**src/rtl/uart_rx_param.sv**
```systemverilog
// Parametrised UART receiver with oversampling, 3-sample majority voting,
// parity/framing/overrun detection and a one-entry valid/ready output register.
module uart_rx_param #(
  parameter int CLOCK_FREQ = 100_000_000,
  parameter int BAUD_RATE  = 9600,
  parameter int OVERSAMPLE = 16,
  parameter int DATA_BITS  = 8,
  parameter int PARITY     = 0,  // 0 = none, 1 = odd, 2 = even
  parameter int STOP_BITS  = 1   // 1 or 2
) (
  input  logic                 clk,
  input  logic                 rst_n,
  input  logic                 rx,
  output logic [DATA_BITS-1:0] rx_data,
  output logic                 rx_valid,
  input  logic                 rx_ready,
  output logic                 parity_err,
  output logic                 frame_err,
  output logic                 overrun_err,
  output logic                 busy
);

  localparam int DIV   = CLOCK_FREQ / (BAUD_RATE * OVERSAMPLE);
  localparam int DIV_W = (DIV > 1) ? $clog2(DIV) : 1;
  localparam int S_W   = $clog2(OVERSAMPLE);
  localparam int BIT_W = $clog2(DATA_BITS + 1);

  localparam logic [DIV_W-1:0] DIV_LAST = DIV_W'(DIV - 1);
  localparam logic [S_W-1:0]   S_V0     = S_W'(OVERSAMPLE / 2 - 1);
  localparam logic [S_W-1:0]   S_V1     = S_W'(OVERSAMPLE / 2);
  localparam logic [S_W-1:0]   S_RES    = S_W'(OVERSAMPLE / 2 + 1);
  localparam logic [S_W-1:0]   S_LAST   = S_W'(OVERSAMPLE - 1);
  localparam logic [BIT_W-1:0] BIT_LAST = BIT_W'(DATA_BITS);
  localparam logic             STOP_LAST = (STOP_BITS == 2);

  localparam logic [2:0] ST_IDLE   = 3'd0;
  localparam logic [2:0] ST_START  = 3'd1;
  localparam logic [2:0] ST_DATA   = 3'd2;
  localparam logic [2:0] ST_PARITY = 3'd3;
  localparam logic [2:0] ST_STOP   = 3'd4;
  localparam logic [2:0] ST_BREAK  = 3'd5;

  logic                 rx_meta;
  logic                 rx_s;
  logic [DIV_W-1:0]     div_cnt;
  logic [S_W-1:0]       s_cnt;
  logic [2:0]           state;
  logic [DATA_BITS-1:0] shift;
  logic [BIT_W-1:0]     bit_idx;
  logic                 stop_idx;
  logic                 par_flag;
  logic                 frame_flag;
  logic                 v0;
  logic                 v1;

  logic tick;
  logic at_v0;
  logic at_v1;
  logic at_res;
  logic at_wrap;
  logic vote;
  logic parity_exp;
  logic stop_final;
  logic frame_done;
  logic frame_flag_next;

  assign tick    = (div_cnt == DIV_LAST);
  assign at_v0   = tick && (s_cnt == S_V0);
  assign at_v1   = tick && (s_cnt == S_V1);
  assign at_res  = tick && (s_cnt == S_RES);
  assign at_wrap = tick && (s_cnt == S_LAST);

  // Majority of the two stored samples and the live third sample.
  assign vote = (v0 & v1) | (v0 & rx_s) | (v1 & rx_s);

  // Expected parity bit: even parity repeats the data XOR, odd inverts it.
  assign parity_exp = (PARITY == 1) ? ~(^shift) : (^shift);

  assign stop_final      = (stop_idx == STOP_LAST);
  assign frame_done      = (state == ST_STOP) && at_res && stop_final;
  assign frame_flag_next = frame_flag | ~vote;

  assign busy = (state != ST_IDLE);

  // Two-flop synchroniser for the asynchronous serial line; idles high.
  // NOTE: sequential state uses non-blocking assignments so every flop samples
  // pre-edge values, which is what makes rx_meta -> rx_s a real two-stage chain.
  always_ff @(posedge clk or negedge rst_n) begin
    if (!rst_n) begin
      rx_meta <= 1'b1;
      rx_s    <= 1'b1;
    end else begin
      rx_meta <= rx;
      rx_s    <= rx_meta;
    end
  end

  // Baud divider and sample counter; held at zero while idle so a start edge
  // always begins a fresh bit period.
  always_ff @(posedge clk or negedge rst_n) begin
    if (!rst_n) begin
      div_cnt <= '0;
      s_cnt   <= '0;
    end else if (state == ST_IDLE) begin
      div_cnt <= '0;
      s_cnt   <= '0;
    end else if (tick) begin
      div_cnt <= '0;
      s_cnt   <= (s_cnt == S_LAST) ? '0 : s_cnt + S_W'(1);
    end else begin
      div_cnt <= div_cnt + DIV_W'(1);
    end
  end

  // Capture the first two vote samples of each bit.
  always_ff @(posedge clk or negedge rst_n) begin
    if (!rst_n) begin
      v0 <= 1'b1;
      v1 <= 1'b1;
    end else begin
      if (at_v0) v0 <= rx_s;
      if (at_v1) v1 <= rx_s;
    end
  end

  // Frame FSM: start qualification, data shift, parity and stop checking.
  // NOTE: the shift register is reset along with the control state; it is
  // small, and a defined value keeps parity and rx_data deterministic.
  always_ff @(posedge clk or negedge rst_n) begin
    if (!rst_n) begin
      state      <= ST_IDLE;
      shift      <= '0;
      bit_idx    <= '0;
      stop_idx   <= 1'b0;
      par_flag   <= 1'b0;
      frame_flag <= 1'b0;
    end else begin
      case (state)
        ST_IDLE: begin
          if (!rx_s) begin
            state      <= ST_START;
            bit_idx    <= '0;
            stop_idx   <= 1'b0;
            par_flag   <= 1'b0;
            frame_flag <= 1'b0;
          end
        end
        ST_START: begin
          if (at_res && vote) state <= ST_IDLE;   // false start
          else if (at_wrap)   state <= ST_DATA;
        end
        ST_DATA: begin
          if (at_res) begin
            shift   <= {vote, shift[DATA_BITS-1:1]};
            bit_idx <= bit_idx + BIT_W'(1);
          end
          if (at_wrap && (bit_idx == BIT_LAST))
            state <= (PARITY != 0) ? ST_PARITY : ST_STOP;
        end
        ST_PARITY: begin
          if (at_res)  par_flag <= (vote != parity_exp);
          if (at_wrap) state    <= ST_STOP;
        end
        ST_STOP: begin
          if (at_res) begin
            if (!vote) frame_flag <= 1'b1;
            // The frame completes at the final stop bit's resolution tick.
            if (stop_final)
              state <= (frame_flag_next && !rx_s) ? ST_BREAK : ST_IDLE;
          end
          if (at_wrap) stop_idx <= stop_idx + 1'b1;
        end
        ST_BREAK: begin
          if (rx_s) state <= ST_IDLE;
        end
        default: state <= ST_IDLE;
      endcase
    end
  end

  // One-entry output register: load on completion if empty or being drained,
  // otherwise drop the new frame and pulse overrun.
  always_ff @(posedge clk or negedge rst_n) begin
    if (!rst_n) begin
      rx_data     <= '0;
      rx_valid    <= 1'b0;
      parity_err  <= 1'b0;
      frame_err   <= 1'b0;
      overrun_err <= 1'b0;
    end else begin
      overrun_err <= 1'b0;
      if (frame_done) begin
        if (!rx_valid || rx_ready) begin
          rx_data    <= shift;
          parity_err <= par_flag;
          frame_err  <= frame_flag_next;
          rx_valid   <= 1'b1;
        end else begin
          overrun_err <= 1'b1;
        end
      end else if (rx_valid && rx_ready) begin
        rx_valid <= 1'b0;
      end
    end
  end

endmodule

```
**config.mk**
```make
export PLATFORM = sky130hd
export DESIGN_NAME = uart_rx_param
export DESIGN_NICKNAME = d
export VERILOG_FILES = /design/src/rtl/uart_rx_param.sv
export SDC_FILE = /design/constraint.sdc
export NUM_CORES = 1
export LEC_CHECK = 0
export ABC_AREA = 1
export CAP_MARGIN = 30
export CELL_PAD_IN_SITES_DETAIL_PLACEMENT = 2
export CELL_PAD_IN_SITES_GLOBAL_PLACEMENT = 2
export CORE_AREA = 2 2 87 110
export CTS_CLUSTER_DIAMETER = 80
export DETAILED_ROUTE_END_ITERATION = 7
export DIE_AREA = 0 0 89 112
export GPL_TIMING_DRIVEN = 0
export PLACE_DENSITY_LB_ADDON = 0.1
export SLEW_MARGIN = 20
export SYNTH_ARGS = -nofsm -noshare
export SYNTH_HDL_FRONTEND = slang
export SYNTH_SLANG_ARGS = --single-unit
```
**constraint.sdc**
```tcl
create_clock -name clk -period 2.2 [get_ports clk]
set_clock_uncertainty 0.15 [all_clocks]
set_input_delay 0.44 -clock clk [delete_from_list [all_inputs] [get_ports clk]]
set_output_delay 0.44 -clock clk [all_outputs]
set_load 0.02 [all_outputs]
```
==> reports/results.tsv, run 1 <==
metric	value	unit
relSlewSlack	58.01	%
die_area	9968	µm²
cts_tree	done	
gr-usage-all-layers	13.96	%
layout_commonest_cell	nand2_1	
start_util	28.99	%
synth_top_family_by_area	simple AND/OR/NAND/NOR gates	
yosys_warnings	0	
timing.final.crit_share	91.55	%
fin_tns_setup	0	ps
setup_ws	186.0	ps
drive_gt1_share	21.19	%
cp.arrival	1420	ps
antenna_found_initial	0	
synth-compound-area-share	10.29	%
design_area	3083	µm²
outcome	finished, final reports clean	
htree_levels	2	
cts.sinks	48	
critical_path.max_fanout	7	
synth_largest_type_area_fraction	42.31	%
clk_pin_slew	70	ps
syn_to_final_growth	18.46	%
rsz0062_at_grt	no	
fmax	496.5	MHz
diodes	0	
io_pins	17	
grt_max_degree	49	
yosysSeqAreaShare	46.35	%
io_buffers	16	
finish.utilization	34.34	%
switching_share	20.79	%
dpl_cell_area	2914	µm²
cap_violations	0	
drt_pass1_iterations	4	
wl_per_cell	13.57	µm
power.density	550.3	nW/µm²
root_buffer	clkbuf_16	
period_minus_slack	2014	ps
synth_area_leaders	dfrtp_1, nand2_1, inv_1	
layout.nets	345	
synth_fa_ha_area_share	3.365	%
grt_pass1_wl	10.81	mm
cp-start-kind	register	
cts_buffers	5	
yosysTopAreaCell	dfrtp_1	
synthesis.area	2602	µm²
p_switching	352.8	µW
synthSimpleGateAreaFrac	30.34	%
dp_slack	-25.04	ps
synth_nets	320	
fp-row-count	39	
antenna_left	0	
synth_seq_cells	48	
crit_type	register to output port	
syn_inst	309	
clk_latency	290	ps
syn_area_per_cell	8.422	µm²
layout_common_cells	nand2_1, dfrtp_1, inv_1	
die_y	112	µm
synthXorXnorAreaFrac	2.019	%
pwr-share-seq	52.4	%
intPower	1344	µW
muxShareOfSynthArea	0	%
grt_pass1_vias	2223	
post-dp-hpwl	4.690	mm
grt-ovfl-total	0	
required	1610	ps
peakVddDrop	0.2530	mV
cts_buffer_depth	2	
design.core.area	8979	µm²
end_kind	output port	
via_per_inst	4.498	
p_clk_share	46.2	%
vias	2060	
ys_types	29	
drc	0	
tightest_slew	629.8	ps
p_leak	0.001424	µW
power_frac_comb	1.4	%
min_path_type	primary input to async pin	
die_x	89	µm
drv_slew	0	
place.gp.congestion	0.7240	
routed_wl	6.213	mm
setup_violations	0	
cts_hold_buffers	0	
drtIter0Drc	49	
hold_viol_final	0	
flip-flops by register name (all words and copies together), names as in the netlist, 3 cells and up:
name	flops
s_cnt	4
rx_data	8
shift	8
state	3
bit_idx	4
div_cnt	10
metal layers:
metal	track usage (%)	part of all wire, %	vias up
met5	0	0	-
met4	4.179	1.3	0
met3	2.965	2.0	6
met2	25.17	54	17
met1	16.16	43	1015
li1	-	-	1022
worst max-delay path: stages (launching register included):
cell and delay (ps):
dfrtp_1 440, inv_1 120, nand2_2 100, nor2_4 160
inv_2 130, clkbuf_2 180
through the flow:
stage / hold slack [ps] / instances / power, µW
final: 26.44 / 458 / 1697
after floorplan: -5.591 / 309 / 905.5
after global placement: 197.1 / 448 / 932.5
after CTS: 56.89 / 456 / 1738
after global routing: 77.84 / 458 / 1772
after detailed placement: 198.2 / 448 / 931.4
path summary, 6_finish.rpt:
kind	from	slack (ps)	cells after the start	end
worst min register to register	rx_meta	210	0	rx_s
worst min-delay path	rst_n	30	1	rx_data[4]
max in group asynchronous	rst_n	1420	1	state[0]
min in group clk	rx_meta	210	0	rx_s
worst max register to register	div_cnt[0]	260	11	bit_idx[2]
worst max-delay path	state[1]	190	5	busy
power by group through the flow:
stage	Clock (µW)	Sequential [µW]	Combinational, µW
6_report	785	888	23.6
5_1_grt	855	888	28.4
4_1_cts	824	888	26.2
3_5_place_dp	0	905	26.2
3_3_place_gp	0	905	27.1
2_1_floorplan	0	904	1.26
what timing repair did:
item                       in CTS  in global routing
gates resized for setup         4                  2
pin swaps                       0                  1
setup endpoints to repair       1                  5
setup buffers                   0                  2
cells by family after synthesis:
logic type | count (synthesis)
fa+ha+maj | 7
xor+xnor | 6
flops | 48
buf+inv | 47
simple gates | 158
compound gates | 43
cell type report:
type	count	area (µm²)
multi-input cells	214	1205
repair buffers	18	167.7
clock inverters	1	7.507
flip-flops and latches	48	1207
well taps	123	153.9
clock buffers	7	142.6
plain buffers	3	33.78
fillers	1041	5896
inverters	44	165.2
synth_stat cells (all sizes together):
| library cell | number |
|---|---|
| nand2 | 95 |
| a21oi | 7 |
| ha | 7 |
| o21ai | 34 |
| nor3 | 3 |
| nand4 | 4 |
| o211ai | 1 |
| o22ai | 1 |
| xnor2 | 2 |
| dfrtp | 44 |
| xor2 | 4 |
| buf | 3 |
| inv | 44 |
| or2 | 2 |
| nand3 | 18 |
| nor2 | 33 |
| nand3b | 3 |
| dfstp | 4 |
(Power assumes the default switching activity.)
==> run 2: changes to the inputs <==
--- a/config.mk
+++ b/config.mk
@@ -14,7 +14,7 @@
 export DETAILED_ROUTE_END_ITERATION = 7
 export DIE_AREA = 0 0 89 112
 export GPL_TIMING_DRIVEN = 0
-export PLACE_DENSITY_LB_ADDON = 0.1
+export PLACE_DENSITY = 0.64
 export SLEW_MARGIN = 20
 export SYNTH_ARGS = -nofsm -noshare
 export SYNTH_HDL_FRONTEND = slang
==> run 2 against run 1 <==
Compared with the run above:
- register-to-register slack got worse by 40 ps
- power rose by 6.3%
- largest cell class unchanged
- critical path depth increased by 6
- combinational power is essentially flat
- routed wire length up 0.16%
- critical path type is now register to register
- clock power is 14% higher
- sequential share of layout area fell by 0.19 points
- cell count unchanged
- core utilization rose by 0.17 points
- global-route usage hardly changed
- first-iteration DRC count down 22%
- largest power group is now clock
==> reports/results.tsv, run 2 (synthesis gave the netlist of run 1 again) <==
metric	value	unit	change
outcome	finished, final reports clean		unchanged
start_util	28.99	%	unchanged
largest_reg_flops	10		unchanged
place_inst	448		unchanged
cp-start-kind	register		unchanged
die_x	89	µm	unchanged
clk_latency	290	ps	about the same
cts.sinks	48		unchanged
io_buffers	16		unchanged
htree_levels	2		unchanged
grt_pass1_vias	2249		was 2,223
cp.arrival	2010	ps	was 1420 ps
antenna_found_initial	0		unchanged
cts_tree	done		unchanged
fillers	1064		was 1,041
routed_wl	6.223	mm	was 6.213 mm
drive_gt1_share	21.19	%	unchanged
tightest_slew	642.2	ps	was 629.8 ps
period_minus_slack	1981	ps	was 2014 ps
setup_ws	219.1	ps	was 186.0 ps
layout_common_cells	nand2_1, dfrtp_1, inv_1		unchanged
timing.final.crit_share	90.04	%	was 91.55%
drt_pass1_iterations	3		was 4
cap_violations	0		unchanged
fin_tns_setup	0	ps	unchanged
gr-usage-all-layers	13.94	%	was 13.96%
drv_slew	0		unchanged
top_register	div_cnt		unchanged
peakVddDrop	0.2369	mV	was 0.2530 mV
end_kind	register		was output port
io_pins	17		unchanged
hold_viol_final	0		unchanged
setup_violations	0		unchanged
min_path_type	primary input to async pin		unchanged
layout.nets	345		unchanged
diodes	0		unchanged
top_regs	div_cnt (10), rx_data (8), shift (8)		unchanged
wl_per_cell	13.59	µm	was 13.57 µm
die_y	112	µm	unchanged
antenna_left	0		unchanged
layout_commonest_cell	nand2_1		unchanged
syn_to_final_growth	19.04	%	was 18.46%
drtIter0Drc	38		was 49
grt_max_degree	49		unchanged
worst_hold_slack	22.00	ps	was 26.44 ps
post-dp-hpwl	4.682	mm	was 4.690 mm
rsz0062_at_grt	no		unchanged
dp_slack	-28.65	ps	was -25.04 ps
via_per_inst	4.537		was 4.498
fmax	504.8	MHz	was 496.5 MHz
crit_type	register to register		was register to output port
grt_pass1_wl	10.75	mm	was 10.81 mm
place.gp.congestion	0.7528		was 0.7240
fin_cells	458		unchanged
drc	0		unchanged
fp-row-count	39		unchanged
required	2230	ps	was 1610 ps
vias	2078		was 2,060
root_buffer	clkbuf_16		unchanged
power.density	582.0	nW/µm²	was 550.3 nW/µm²
cts_buffers	5		unchanged
grt-ovfl-total	0		unchanged
relSlewSlack	57.18	%	was 58.01%
clk_pin_slew	70	ps	about the same
die_area	9968	µm²	unchanged
cts_buffer_depth	2		unchanged
design.core.area	8979	µm²	unchanged
critical_path.max_fanout	8		was 7
p_leak	0.001434	µW	was 0.001424 µW
-- run 2: where the power goes --
group	internal [µW]	total [µW]	switching, µW
registers	886	888	2.66
clock network	535	891	356
logic	4.64	23.9	19.3
-- run 2: final cells by class --
cell class                      count  area [µm²]  area share [%]
Timing Repair Buffer               18       167.7           5.412
Clock inverter                      3       42.54           1.373
Multi-Input combinational cell    214        1202           38.81
Buffer                              3       33.78           1.090
Tap cell                          123       153.9           4.968
Sequential cell                    48        1207           38.97
Clock buffer                        5       125.1           4.039
Inverter                           44       165.2           5.331
-- run 2: metrics by stage --
stage          utilization (%)  total power [µW]  area [µm²]
4_1_cts                  34.46              1838        3094
2_1_floorplan                -             905.5        2603
3_5_place_dp             32.46             931.5        2914
5_1_grt                  34.50              1872        3098
3_3_place_gp             32.48             931.9        2917
6_report                 34.50              1803        3098
-- run 2: repair_timing --
item	4_1_cts	5_1_grt
buffers inserted	1	1
hold buffers	0	0
resized for setup	3	2
endpoints found under the setup margin	1	3
pin swaps	1	1
endpoints found under the hold margin	0	0
gates cloned	0	0
-- run 2: final timing paths --
path	cells after the start	end	startpoint	slack (ps)
max	11	bit_idx[1]	div_cnt[0]	220
min	1	rx_data[4]	rst_n	20
max reg2reg	11	bit_idx[1]	div_cnt[0]	220
min reg2reg	0	rx_s	rx_meta	210
max in group asynchronous	1	state[0]	rst_n	1410
min in group clk	0	rx_s	rx_meta	210
-- run 2: routing by layer --
| layer | up-vias | GRT usage [%] | wire length (µm) |
|---|---|---|---|
| met3 | 6 | 2.446 | 113 |
| met4 | 0 | 4.776 | 96 |
| li1 | 1022 | - | - |
| met2 | 16 | 25.02 | 3340 |
| met5 | - | 0 | 0 |
| met1 | 1034 | 16.27 | 2672 |
-- run 2: critical path, stage by stage (launching register included) --
cell     delay, ps
dfrtp_1        440
inv_1           80
ha_1           150
nand2_1         60
nor2_1         200
nand3_4        160
nor2_8         180
nand2_4        130
nand2_2        100
nand2_4         80
nand2_1         80
nand2_1         60
==> run 3: changes to the inputs <==
--- a/config.mk
+++ b/config.mk
@@ -15,7 +15,7 @@
 export DIE_AREA = 0 0 89 112
 export GPL_TIMING_DRIVEN = 0
 export PLACE_DENSITY = 0.64
-export SLEW_MARGIN = 20
+export SLEW_MARGIN = 40
 export SYNTH_ARGS = -nofsm -noshare
 export SYNTH_HDL_FRONTEND = slang
 export SYNTH_SLANG_ARGS = --single-unit
==> run 3 against run 2 <==
Compared with the run above:
- first-iteration DRC count is 11% lower
- clock power decreased by 0.4%
- critical endpoint is now state[2]
- largest cell class unchanged
- highest routed layer unchanged
- combinational power rose by 26%
==> reports/results.tsv, run 3 (synthesis gave the netlist of run 1 again) <==
metric	value	unit	change
outcome	finished, final reports clean		unchanged
die_y	112	µm	unchanged
gr-usage-all-layers	13.92	%	was 13.94%
grt_pass1_wl	10.77	mm	was 10.75 mm
required	2240	ps	was 2230 ps
fillers	1045		was 1,064
cts_tree	done		unchanged
dpl_cell_area	2934	µm²	was 2914 µm²
syn_to_final_growth	20.19	%	was 19.04%
tightest_slew	362.1	ps	was 642.2 ps
intPower	1430	µW	was 1425 µW
grt-ovfl-total	0		unchanged
fin_cells	460		was 458
min_path_type	register to register		was primary input to async pin
post-dp-hpwl	4.795	mm	was 4.682 mm
io_buffers	16		unchanged
drt_pass1_iterations	3		unchanged
drtIter0Drc	34		was 38
cp-start-kind	register		unchanged
setup_violations	0		unchanged
peakVddDrop	0.3772	mV	was 0.2369 mV
place.gp.congestion	0.7528		unchanged
p_clk_share	49.1	%	was 49.4%
grt_pass1_vias	2265		was 2,249
layout.nets	347		was 345
crit_type	register to register		unchanged
antenna_found_initial	0		unchanged
layout_commonest_cell	nand2_1		unchanged
cts.sinks	48		unchanged
fmax	506.8	MHz	was 504.8 MHz
switching_share	20.81	%	was 20.96%
cts_buffers	5		unchanged
vias	2101		was 2,078
worstHoldPathCells	0		
die_x	89	µm	unchanged
finish.utilization	34.84	%	was 34.50%
timing.final.crit_share	89.68	%	was 90.04%
rsz0062_at_grt	no		unchanged
top_regs	div_cnt (10), rx_data (8), shift (8)		unchanged
hold_viol_final	0		unchanged
drv_slew	0		unchanged
routed_wl	6.206	mm	was 6.223 mm
place_inst	449		was 448
pwr-share-seq	49.2	%	was 49.3%
io_pins	17		unchanged
cp.arrival	2010	ps	about the same
start_util	28.99	%	unchanged
top_register	div_cnt		unchanged
p_leak	0.001448	µW	was 0.001434 µW
design.core.area	8979	µm²	unchanged
ff2ff_path_depth	11		unchanged
diodes	0		unchanged
power_frac_comb	1.7	%	was 1.3%
die_area	9968	µm²	unchanged
largest_reg_flops	10		unchanged
via_per_inst	4.567		was 4.537
clk_latency	290	ps	about the same
wl_per_cell	13.49	µm	was 13.59 µm
ff_latch_area	1207	µm²	unchanged
relSlewSlack	75.77	%	was 57.18%
grt_max_degree	29		was 49
fp-row-count	39		unchanged
cts_buffer_depth	2		unchanged
drc	0		unchanged
multi_input_area	1202	µm²	unchanged
root_buffer	clkbuf_16		unchanged
drive_gt1_share	21.36	%	was 21.19%
p_switching	375.8	µW	was 377.9 µW
period_minus_slack	1973	ps	was 1981 ps
layout_common_cells	nand2_1, dfrtp_1, inv_1		unchanged
htree_levels	2		unchanged
clk_pin_slew	70	ps	about the same
critical_path.max_fanout	7		was 8
power.density	577.3	nW/µm²	was 582.0 nW/µm²
design_area	3128	µm²	was 3098 µm²
antenna_left	0		unchanged
end_kind	register		unchanged
total_power	1806	µW	was 1803 µW
cap_violations	0		unchanged
==> run 3: changes by cell type in the layout (fill, tap and decap cells not counted) <==
cell           previous run  this run
dlygate4sd3_1             0         1
buf_12                    0         1
==> run 3: layer usage <==
layer,track usage (%),vias to the layer above,wire [µm],share of wire [%]
met1,16.31,1052,2630,42
met3,2.446,8,104,1.7
li1,-,1025,-,-
met4,4.478,0,96,1.5
met5,0,-,0,0
met2,25.07,16,3375,54
==> run 3: area by class of cell <==
cell class | instances | area share, %
Inverter | 44 | 5.280
Buffer | 3 | 1.080
Clock buffer | 5 | 4.000
Tap cell | 123 | 4.920
Sequential cell | 48 | 38.60
Multi-Input combinational cell | 214 | 38.44
Clock inverter | 3 | 1.360
Timing Repair Buffer | 20 | 6.320
==> run 3: power by group through the flow <==
stage | combinational (µW) | clock [µW] | sequential, µW
final | 30.0 | 887 | 888
after global routing | 34.3 | 953 | 888
after CTS | 32.1 | 918 | 888
after detailed placement | 30.7 | 0 | 905
after global placement | 26.6 | 0 | 905
after floorplan | 1.26 | 0 | 904
==> run 3: stage by stage <==
stage / hold slack (ps) / TNS [ps] / setup WS, ps
finish: 206.6 / 0 / 227.0
global route: 213.4 / 0 / 39.97
CTS: 207.6 / 0 / 52.16
detailed placement: 197.3 / -29.65 / -29.65
global placement: 198.5 / -49770 / -1088
floorplan: -5.591 / 0 / 457.0
==> run 3: critical path: stages (launching register included) <==
cell     delay, ps
dfrtp_1        440
inv_1           80
ha_1           150
nand2_1         60
nor2_1         200
nand3_4        160
nor2_8         180
nand2_1         90
nand2_1        140
nand2_1         90
nand2_1         70
nand2_1         50
==> run 3: what timing repair did <==
action	in CTS	in global routing
buffers inserted	1	1
cloned	0	0
hold buffers	1	0
setup endpoints to repair	1	3
endpoints found under the hold margin	20	0
pin swaps	1	1
resized for setup	3	2
==> run 3: path summary, 6_finish.rpt <==
kind | from | to | slack (ps)
worst min-delay path | rx_meta | rx_s | 210
worst max register to register | div_cnt[0] | state[2] | 230
worst max-delay path | div_cnt[0] | state[2] | 230
max in group asynchronous | rst_n | v0 | 940
worst min register to register | rx_meta | rx_s | 210
min in group asynchronous | rst_n | rx_data[0] | 430
